--- src/rtl/alu_issue.sv ---
// ALU issue stage: decodes RV32 ADD/SUB/SLT/ADDI/SLTI/SLLI into an operand bundle, 1-cycle latency.
// Main + skid register pair; in_ready is registered (state != FULL), so ex_ready never reaches it combinationally.
package alu_pkg;
  typedef enum logic [3:0] {
    ALU_ADD  = 4'd0,
    ALU_SUB  = 4'd1,
    ALU_SLT  = 4'd2,
    ALU_SLLI = 4'd3
  } alu_op_e;
endpackage

module alu_issue
  import alu_pkg::*;
(
  input  logic        clk,
  input  logic        rst,
  input  logic        in_valid,
  output logic        in_ready,
  input  logic [31:0] instr,
  input  logic [31:0] rs1_data,
  input  logic [31:0] rs2_data,
  input  logic        flush,
  output logic        ex_valid,
  input  logic        ex_ready,
  output logic [31:0] alu_a,
  output logic [31:0] alu_b,
  output logic [3:0]  alu_op,
  output logic [4:0]  rd,
  output logic        reg_write,
  output logic        illegal
);

  typedef struct packed {
    logic [31:0] a;
    logic [31:0] b;
    alu_op_e     op;
    logic [4:0]  rd;
    logic        reg_write;
    logic        illegal;
  } bundle_t;

  typedef enum logic [1:0] {EMPTY, HALF, FULL} state_e;

  state_e      state, state_nxt;
  bundle_t     dec, main_q, skid_q;
  logic        in_fire, out_fire;
  logic        load_main, load_skid, skid_to_main;
  logic        legal;
  logic [6:0]  opcode, funct7;
  logic [2:0]  funct3;
  logic [31:0] imm_i;
  logic        unused_rs1_field;

  assign opcode = instr[6:0];
  assign funct3 = instr[14:12];
  assign funct7 = instr[31:25];
  assign imm_i  = {{20{instr[31]}}, instr[31:20]};
  // Register indices are resolved upstream; only rs1_data/rs2_data matter here.
  assign unused_rs1_field = ^instr[19:15];

  always_comb begin
    dec    = '0;
    dec.op = ALU_ADD;
    dec.rd = instr[11:7];
    legal  = 1'b1;
    if (opcode == 7'b0110011 && funct3 == 3'b000 && funct7 == 7'b0000000) begin
      dec.op = ALU_ADD;
      dec.b  = rs2_data;
    end else if (opcode == 7'b0110011 && funct3 == 3'b000 && funct7 == 7'b0100000) begin
      dec.op = ALU_SUB;
      dec.b  = rs2_data;
    end else if (opcode == 7'b0110011 && funct3 == 3'b010 && funct7 == 7'b0000000) begin
      dec.op = ALU_SLT;
      dec.b  = rs2_data;
    end else if (opcode == 7'b0010011 && funct3 == 3'b000) begin
      dec.op = ALU_ADD;
      dec.b  = imm_i;
    end else if (opcode == 7'b0010011 && funct3 == 3'b010) begin
      dec.op = ALU_SLT;
      dec.b  = imm_i;
    end else if (opcode == 7'b0010011 && funct3 == 3'b001 && funct7 == 7'b0000000) begin
      dec.op = ALU_SLLI;
      dec.b  = {27'b0, instr[24:20]};
    end else begin
      legal = 1'b0;
    end

    if (legal) begin
      dec.a         = rs1_data;
      dec.reg_write = |instr[11:7];
    end else begin
      dec.illegal = 1'b1;
    end
  end

  assign ex_valid = (state != EMPTY);
  assign in_fire  = in_valid && in_ready && !flush;
  assign out_fire = ex_valid && ex_ready;

  always_ff @(posedge clk or posedge rst) begin
    if (rst) begin
      state    <= EMPTY;
      in_ready <= 1'b0;
    end else begin
      state    <= state_nxt;
      in_ready <= (state_nxt != FULL);
    end
  end

  always_comb begin
    state_nxt    = state;
    load_main    = 1'b0;
    load_skid    = 1'b0;
    skid_to_main = 1'b0;
    if (flush) begin
      state_nxt = EMPTY;
    end else begin
      case (state)
        EMPTY: if (in_fire) begin
          state_nxt = HALF;
          load_main = 1'b1;
        end
        HALF: begin
          if (in_fire && !out_fire) begin
            state_nxt = FULL;
            load_skid = 1'b1;
          end else if (out_fire && !in_fire) begin
            state_nxt = EMPTY;
          end else if (in_fire && out_fire) begin
            load_main = 1'b1;
          end
        end
        FULL: if (out_fire) begin
          state_nxt    = HALF;
          skid_to_main = 1'b1;
        end
        default: state_nxt = EMPTY;
      endcase
    end
  end

  always_ff @(posedge clk or posedge rst) begin
    if (rst) begin
      main_q <= '0;
      skid_q <= '0;
    end else begin
      if (load_main) begin
        main_q <= dec;
      end else if (skid_to_main) begin
        main_q <= skid_q;
      end
      if (load_skid) begin
        skid_q <= dec;
      end
    end
  end

  assign alu_a     = main_q.a;
  assign alu_b     = main_q.b;
  assign alu_op    = main_q.op;
  assign rd        = main_q.rd;
  assign reg_write = main_q.reg_write;
  assign illegal   = main_q.illegal;

endmodule

--- config.mk ---
export PLATFORM = sky130hd
export DESIGN_NAME = alu_issue
export DESIGN_NICKNAME = d
export VERILOG_FILES = /design/src/rtl/alu_issue.sv
export SDC_FILE = /design/constraint.sdc
export NUM_CORES = 1
export LEC_CHECK = 0
export BUFFER_PORTS_ARGS = -buffer_cell sky130_fd_sc_hd__clkbuf_2
export CORE_MARGIN = 4
export CORE_UTILIZATION = 45
export CTS_BUF_LIST = sky130_fd_sc_hd__clkbuf_2
export CTS_CLUSTER_DIAMETER = 120
export DETAILED_ROUTE_END_ITERATION = 8
export PLACE_DENSITY = 0.69
export SLEW_MARGIN = 40
export SYNTH_ARGS = -nofsm -noshare
export SYNTH_HDL_FRONTEND = slang
export SYNTH_SLANG_ARGS = --single-unit
--- constraint.sdc ---
create_clock -name clk -period 6.35 [get_ports clk]
set_input_delay 0.635 -clock clk [delete_from_list [all_inputs] [get_ports clk]]
set_output_delay 0.635 -clock clk [all_outputs]
set_load 0.01 [all_outputs]
==> results of run 1 <==
## worst max-delay path, stage by stage (launching register included)
cell,delay [ns]
dfrtp_1,0.54
nand4bb_4,0.31
nor2_4,0.55
buf_4,0.47
nand3_4,0.32
o2111ai_1,0.30
## cells in the mapped netlist (2+ instances only)
cell / count
nand3_1: 29
and3_1: 8
inv_1: 22
o21a_1: 2
nor4b_4: 2
o21ai_0: 24
buf_6: 6
o211ai_1: 2
a2bb2oi_1: 33
clkbuf_1: 19
nor3_1: 4
o2111ai_1: 21
nor3_2: 2
o21ai_1: 31
nand2b_1: 2
nor2_2: 2
buf_2: 30
and2_1: 2
buf_4: 4
a211o_1: 2
and4_1: 11
a32o_1: 33
a221o_1: 10
nor2_1: 35
clkbuf_4: 2
clkbuf_8: 3
nor3b_1: 2
nand2_1: 151
a31oi_1: 18
a21oi_1: 28
dfrtp_1: 149
buf_1: 3
## layout by cell type (no fill, tap or decap), drive strengths merged, types with 2 or more instances in the layout
cell type  count
a211o          2
a21oi         28
a221o         10
a2bb2oi       33
a31oi         18
a32o          33
and2           2
and3           8
and4          12
buf           12
bufinv         4
clkbuf       187
clkinv         6
clkinvlp       2
conb           2
dfrtp        149
inv           26
nand2        152
nand2b         2
nand3         30
nand4bb        2
nor2          38
nor3           6
nor3b          2
nor4b          2
o2111ai       21
o211ai         2
o21a           2
o21ai         55
## state kept, by name, indices dropped and copies added, names as in the netlist
signal and count:
skid_q 73, alu_a 32, alu_b 32, rd 5, alu_op 2, state 2, illegal 1, in_ready 1
reg_write 1
## final timing paths
path | from | endpoint | depth (start not counted) | slack, ns
worst max register to register | state[1] | alu_b[30] | 5 | 3.77
min in group asynchronous | rst | skid_q[15] | 3 | 0.54
worst min register to register | skid_q[5] | skid_q[5] | 2 | 0.51
max in group asynchronous | rst | rd[3] | 4 | 4.71
worst max-delay path | state[1] | alu_b[30] | 5 | 3.77
worst min-delay path | instr[9] | skid_q[4] | 3 | 0.1
## cell families (layout without fill, tap and decap cells)
group,after synthesis,after routing,share of synthesized area [%]
buffers and inverters,90,238,6.703
AND/OR/NAND/NOR,265,265,18.46
flip-flops,149,149,52.85
XOR/XNOR,1,1,0.1242
AO/OA/AOI/OAI,211,211,21.81
other,1,2,0.05315
## timing repair
item,CTS,global route
endpoints found under the hold margin,71,0
resized for setup,0,0
hold buffers,1,0
## metal layers
| metal | GRT usage [%] | vias up | part of all wire [%] |
|---|---|---|---|
| met4 | 5.714 | 0 | 1.0 |
| li1 | - | 2851 | - |
| met1 | 30.24 | 3008 | 44 |
| met5 | 0 | - | 0 |
| met2 | 34.40 | 227 | 46 |
| met3 | 6.986 | 14 | 8.5 |
## power by group through the flow
stage / clock, mW / combinational [mW] / sequential, mW
6_report: 0.624 / 0.239 / 1.07
5_1_grt: 0.680 / 0.270 / 1.08
4_1_cts: 0.640 / 0.241 / 1.07
3_5_place_dp: 0 / 0.240 / 1.09
3_3_place_gp: 0 / 0.233 / 1.08
2_1_floorplan: 0 / 0.138 / 1.09
## cell type report
cell class | instances | area [µm²] | share of cell area [%]
flip-flops and latches | 149 | 3729 | 45.08
multi-input cells | 479 | 2923 | 35.34
repair buffers | 183 | 977.2 | 11.81
well taps | 211 | 264.0 | 3.192
clock inverters | 15 | 202.7 | 2.450
inverters | 23 | 91.34 | 1.104
clock buffers | 17 | 85.08 | 1.029
==> flow_summary.yaml, run 1 <==
timing:
  setup_slack_ns: 3.775
  grt_setup_unrepaired: "false"
  skew_ns: 0.03648
  whs_ns: 0.09594
  worst_pin_slew_ns: 0.7801
  slew_viol_final: 0
  slew_headroom_pct: 47.87
  tns_ns: 0
  fin_crit_sh_pct: 40.56
  finalHoldViolCount: 0
  min_period_ns: 2.575
  setup_viol: 0
  max_freq_mhz: 388.3
placement:
  placedCellCount: 1044
  detailed_place_hpwl_um: 12440
  gp_congestion: 0.7980
  postPlaceCellArea_mm2: 0.007959
  place_ws_ns: 3.170
  port_buffers: 170
clocking:
  cts.clk_slew.worst_paths_ns: 0.24
  cts_root_buf: "clkbuf_2"
  clock_tree.buffer_depth: 2
  post_cts_buffers: 0
  clock-sinks: 149
  clk-insertion-delay-late_ns: 0.72
  cts_tree: "built"
  htreeDepth: 4
  cts_buffers: 17
global_route:
  grt_max_degree: 79
  grt_pass1_vias: 5913
  antenna_found_initial: 0
  grt_use_total_pct: 22.12
  overflow: 0
  grt_pass1_wl_um: 31670
routing:
  wirelength_um: 19680
  routedWlPerCell_um: 18.28
  num_vias: 6100
  ant_nets: 0
  drt_iter0_markers: 492
  drc_errors: 0
  via_per_inst: 5.664
  first_pass_iters: 5
cells_and_area:
  drive_above_1_share_pct: 27.48
  nets: 954
  final_area_mm2: 0.008272
  diodes: 0
  fillers: 1441
  final_util_pct: 54.21
  fin_cells: 1077
  syn2layout_area_growth_pct: 17.24
pwr:
  internal_power_mw: 1.388
  p_total_mw: 1.933
  combPwrFrac_pct: 12.4
  power_switching_uw: 544.6
  p_clk_share_pct: 32.3
  p_leak_nw: 3.960
  p_seq_share_pct: 55.4
  p_sw_share_pct: 28.18
  power_density_mw_per_mm2: 233.6
  ir_drop_uv: 138.1
floorplan:
  num_rows: 45
  fp.coreArea_mm2: 0.01526
  die_area_mm2: 0.01775
  die_w_um: 133.2
  io_pins: 178
  die_h_um: 133.2
  initial_core_util_pct: 46.24
yosys:
  syn_area_per_cell_um2: 9.840
  synth_edf_count: 0
  synth_cells: 717
  ys_ff_latch: 149
  synth_top_cell_area_share_pct: 52.85
  yosys.area.top_type: "dfrtp_1"
  synthArstFlopShare_pct: 100.0
  synth.distinct_cells: 57
  yosys_warnings: 0
  synth_ff_type: "dfrtp_1"
  syn_area_mm2: 0.007056
  seq_area_frac_synth_pct: 52.85
  synth_area_leaders: "dfrtp_1 (53%), nand2_1 (8.0%), a32o_1 (4.7%), a2bb2oi_1 (4.1%), o2111ai_1 (2.6%)"
setup_path:
  critPathKind: "reg2reg"
  worstPathRequired_ns: 7.00
  cp-start-kind: "flop"
  critical_path.max_fanout: 26
  arrival_ns: 3.22
  critPathCaptureType: "flop"
flow_run:
  cap_violations: 0
status:
  status: "completed"
worst_hold_path:
  worstHoldPathType: "in2reg"
Power figures use the tool's default switching activity.
==> inputs of run 2 (changes only) <==
clock period = 2.4 ns   (was 6.35 ns; I/O delays follow)
==> run 2 against run 1 <==
Maximum frequency increased by 14%. Die area did not move. Sequential share of layout area decreased by 5.3 points. Sequential cell count did not move. Clock skew fell by 0.0089 ns. Critical path depth is 1 higher. Critical path type unchanged. Critical endpoint is now skid_q[26]. Largest cell class unchanged. Highest routed layer unchanged.
==> flow_summary.yaml, run 2 (synthesis results as in run 1) <==
clocking:
  clock_tree.buffer_depth: 2
  cts_buffers: 17
  clock-sinks: 149
  htreeDepth: 4
  cts_tree: "built"
  cts.clk_slew.worst_paths_ns: 0.21
  clk-insertion-delay-late_ns: 0.70
  cts_root_buf: "clkbuf_2"
  post_cts_buffers: 0
setup_path:
  critPathKind: "reg2reg"
  cp-start-kind: "flop"
  critPathCaptureType: "flop"
  path_common_cell: "a21oi_1"
  slowest_delay_ns: 0.56
  cp_slowest_cell: "dlygate4sd3_1"
  path_buf_inv: 2
  cp_top_family: "buffers and inverters"
  worstPathRequired_ns: 3.01
  worstPathCellList: "and4bb_2 -> nand2_2 -> a21oi_1 -> buf_6 -> a21oi_1 -> dlygate4sd3_1"
  arrival_ns: 2.86
  critical_path.max_fanout: 21
timing:
  finalHoldViolCount: 0
  max_freq_mhz: 444.5
  skew_ns: 0.02756
  setup_viol: 0
  slew_headroom_pct: 58.73
  grt_setup_unrepaired: "true"
  fin_crit_sh_pct: 93.74
  slew_viol_final: 0
  min_period_ns: 2.250
  setup_slack_ns: 0.1503
  worst_pin_slew_ns: 0.6144
cells_and_area:
  fillers: 1294
  nets: 1069
  diodes: 0
  top_register: "skid_q"
  drive_above_1_share_pct: 25.59
  layout.cells.most_common_list: "clkbuf_2 (189), nand2_1 (150), dfrtp_1 (148)"
  largest_reg_flops: 73
  final_common_cell: "clkbuf_2"
  syn2layout_area_growth_pct: 32.90
floorplan:
  fp.coreArea_mm2: 0.01526
  initial_core_util_pct: 46.24
  die_area_mm2: 0.01775
  num_rows: 45
  die_h_um: 133.2
  die_w_um: 133.2
  io_pins: 178
global_route:
  grt_pass1_vias: 6726
  grt_pass1_wl_um: 34580
  grt_max_degree: 83
  overflow: 0
  grt_use_total_pct: 24.00
  antenna_found_initial: 0
worst_hold_path:
  worstHoldPathType: "in2reg"
routing:
  drc_errors: 0
  wirelength_um: 21270
  drt_iter0_markers: 474
  via_per_inst: 5.555
  num_vias: 6622
  first_pass_iters: 5
  ant_nets: 0
  routedWlPerCell_um: 17.85
placement:
  port_buffers: 170
  detailed_place_hpwl_um: 12690
  gp_congestion: 0.8010
  place_ws_ns: 0.3656
pwr:
  p_total_mw: 5.179
  p_leak_nw: 4.435
  power_density_mw_per_mm2: 552.4
  ir_drop_uv: 505.4
status:
  status: "completed"
flow_run:
  cap_violations: 0
run 2: changes by cell type in the layout (fill, tap and decap cells not counted), sizes merged:
cell         delta
clkbuf          +2
clkinv          +2
nor2            +1
inv             -3
bufinv          -1
buf            +12
dlygate4sd3   +102
run 2: routing by layer:
layer | track usage [%] | up-vias | routed length, µm
met5 | 0 | - | 0
met4 | 8.343 | 0 | 533
met1 | 31.38 | 3216 | 9101
met3 | 6.193 | 44 | 1549
met2 | 38.94 | 276 | 10090
li1 | - | 3086 | -
run 2: worst paths after layout:
path                       depth (start not counted)         end  startpoint  slack (ns)
min in group asynchronous                          4    alu_b[4]         rst        0.17
setup / recovery                                   6  skid_q[26]    state[1]        0.15
hold / removal                                     5   skid_q[7]    instr[5]        0.11
hold reg to reg                                    2   skid_q[6]   skid_q[6]        0.51
setup reg to reg                                   6  skid_q[26]    state[1]        0.15
max in group asynchronous                          4   skid_q[4]         rst        1.81
run 2: report_power, final:
part | switching [mW] | internal [mW] | leakage [nW]
logic | 0.418 | 0.421 | 2.30
registers | 0.113 | 2.72 | 1.98
clock network | 0.923 | 0.587 | 0.156
run 2: layout make-up:
type	count	area [µm²]	area share [%]
clock buffer	19	95.09	1.014
multi-input combinational	480	2913	31.06
inverter	23	90.09	0.9608
clock inverter	13	156.4	1.668
timing repair buffer	297	2128	22.70
sequential	149	3730	39.78
tap	211	264.0	2.816
run 2: what timing repair did:
item,4_1_cts,5_1_grt
setup endpoints to repair,0,13
hold buffers,103,0
hold endpoints to repair,297,0
gates resized for setup,0,3
run 2: worst reg2reg max path, stage by stage, from the launching register on:
cell and delay [ns]:
dfrtp_2 0.51, and4bb_2 0.36, nand2_2 0.19, a21oi_1 0.21, buf_6 0.23, a21oi_1 0.10
dlygate4sd3_1 0.56
run 2: stage by stage:
step	hold slack [ns]	instances	TNS (ns)	utilization, %	cell area, µm²
detailed placement	0.3923	1056	0	52.95	8079
CTS	0.01488	1191	0	61.35	9361
finish	0.1087	1192	0	61.45	9376
floorplan	0.3454	718	0	-	7063
global route	0.07870	1192	-0.006146	61.45	9376
global placement	0.3997	1056	0	52.95	8079
==> inputs of run 3 (changes only) <==
CORE_MARGIN = 2   (was 4)
GPL_TIMING_DRIVEN = 0   (was not set)
==> run 3 against run 2 <==
Wire length barely moved. Utilization rose by 0.97 points. Die area fell by 5.9%. Clock skew rose by 0.014 ns. Power fell by 0.59%. Critical path type unchanged. Critical endpoint is now skid_q[12].
==> flow_summary.yaml, run 3 (synthesis results as in run 1) <==
status:
  status: "completed"
setup_path:
  worstPathRequired_ns: 3.03
  critPathKind: "reg2reg"
  r2r-start: "state[1]"
  arrival_ns: 2.88
  cp-start-kind: "flop"
  critical_path.max_fanout: 10
  critPathCaptureType: "flop"
  crit_path_start: "state[1]"
timing:
  slew_viol_final: 0
  skew_ns: 0.04174
  max_freq_mhz: 445.0
  worst_pin_slew_ns: 0.6411
  min_period_ns: 2.247
  setup_slack_ns: 0.1527
  finalHoldViolCount: 0
  grt_setup_unrepaired: "false"
  slew_headroom_pct: 57.06
  fin_crit_sh_pct: 93.64
  setup_viol: 0
worst_hold_path:
  hp-start: "instr[5]"
  worstHoldPathType: "in2reg"
cells_and_area:
  top_register: "skid_q"
  nets: 1106
  final_common_cell: "clkbuf_2"
  syn2layout_area_growth_pct: 34.99
  drive_above_1_share_pct: 26.62
  largest_reg_flops: 73
  layout.cells.most_common_list: "clkbuf_2 (190), nand2_1 (151), dfrtp_1 (149)"
  fin_cells: 1230
  final_area_mm2: 0.009524
routing:
  drc_errors: 0
  ant_nets: 0
  via_per_inst: 5.517
  wirelength_um: 21290
  routedWlPerCell_um: 17.31
  num_vias: 6786
  drt_iter0_markers: 475
  first_pass_iters: 5
floorplan:
  die_area_mm2: 0.01670
  die_w_um: 129.2
  initial_core_util_pct: 46.24
  die_h_um: 129.2
  num_rows: 45
  fp.coreArea_mm2: 0.01526
  io_pins: 178
pwr:
  p_total_mw: 5.149
  p_leak_nw: 4.568
  power_density_mw_per_mm2: 540.6
  ir_drop_uv: 397.0
placement:
  gp_congestion: 0.8335
  postPlaceCellArea_mm2: 0.008356
  port_buffers: 170
  place_ws_ns: 0.3311
  placedCellCount: 1106
  detailed_place_hpwl_um: 14510
flow_run:
  cap_violations: 0
global_route:
  grt_pass1_vias: 6695
  overflow: 0
  antenna_found_initial: 1
  grt_use_total_pct: 26.31
  grt_pass1_wl_um: 34470
  grt_max_degree: 24
clocking:
  clk-insertion-delay-late_ns: 0.74
  clock_tree.buffer_depth: 2
  htreeDepth: 4
  cts_root_buf: "clkbuf_2"
  clock-sinks: 149
  cts_buffers: 17
  cts.clk_slew.worst_paths_ns: 0.20
  holdBufCountCts: 91
  post_cts_resized: 0
  post_cts_buffers: 0
  cts_tree: "built"
==> run 3: metal layers <==
layer	track usage, %	up-vias	share of wire (%)
met5	0	-	0
met4	8.120	0	1.9
met3	5.450	31	6.8
met2	41.39	265	47
met1	36.88	3322	44
li1	-	3168	-
==> run 3: path summary, 6_finish.rpt <==
path / cells after the start / endpoint / slack (ns)
worst max register to register: 6 / skid_q[12] / 0.15
max in group asynchronous: 7 / alu_a[10] / 1.04
worst min register to register: 2 / skid_q[3] / 0.51
worst min-delay path: 5 / alu_op[0] / 0.07
worst max-delay path: 6 / skid_q[12] / 0.15
min in group asynchronous: 4 / alu_b[4] / 0.56
==> run 3: report_power, final <==
group          total (mW)  switching, mW  leakage (nW)  internal [mW]
sequential           2.83          0.113          1.98           2.72
clock                1.52          0.924         0.144          0.592
combinational       0.801          0.411          2.44          0.390
total                5.15           1.45          4.57           3.70
==> run 3: area by class of cell <==
class / instances / area [µm²]
fill: 1260 / 5734
clock inverter: 12 / 155.1
buffer: 67 / 386.6
sequential: 149 / 3729
tap: 211 / 264.0
timing repair buffer: 268 / 1939
clock buffer: 20 / 100.1
antenna: 1 / 2.502
multi-input combinational: 479 / 2858
inverter: 23 / 90.09
==> run 3: stage by stage <==
stage | setup TNS [ns] | utilization [%] | hold slack [ns]
3_5_place_dp | 0 | 54.76 | 0.2044
6_report | 0 | 62.42 | 0.06694
4_1_cts | 0 | 62.40 | 0.02330
2_1_floorplan | 0 | - | 0.3454
5_1_grt | 0 | 62.42 | 0.06363
3_3_place_gp | -110.19 | 53.60 | 0.4601
==> run 3: critical path: stages, from the launching register on <==
cell and delay [ns]:
dfrtp_1 0.40, buf_2 0.17, and4bb_2 0.34, nand2_2 0.10
buf_2 0.22, a221o_1 0.37, dlygate4sd3_1 0.56
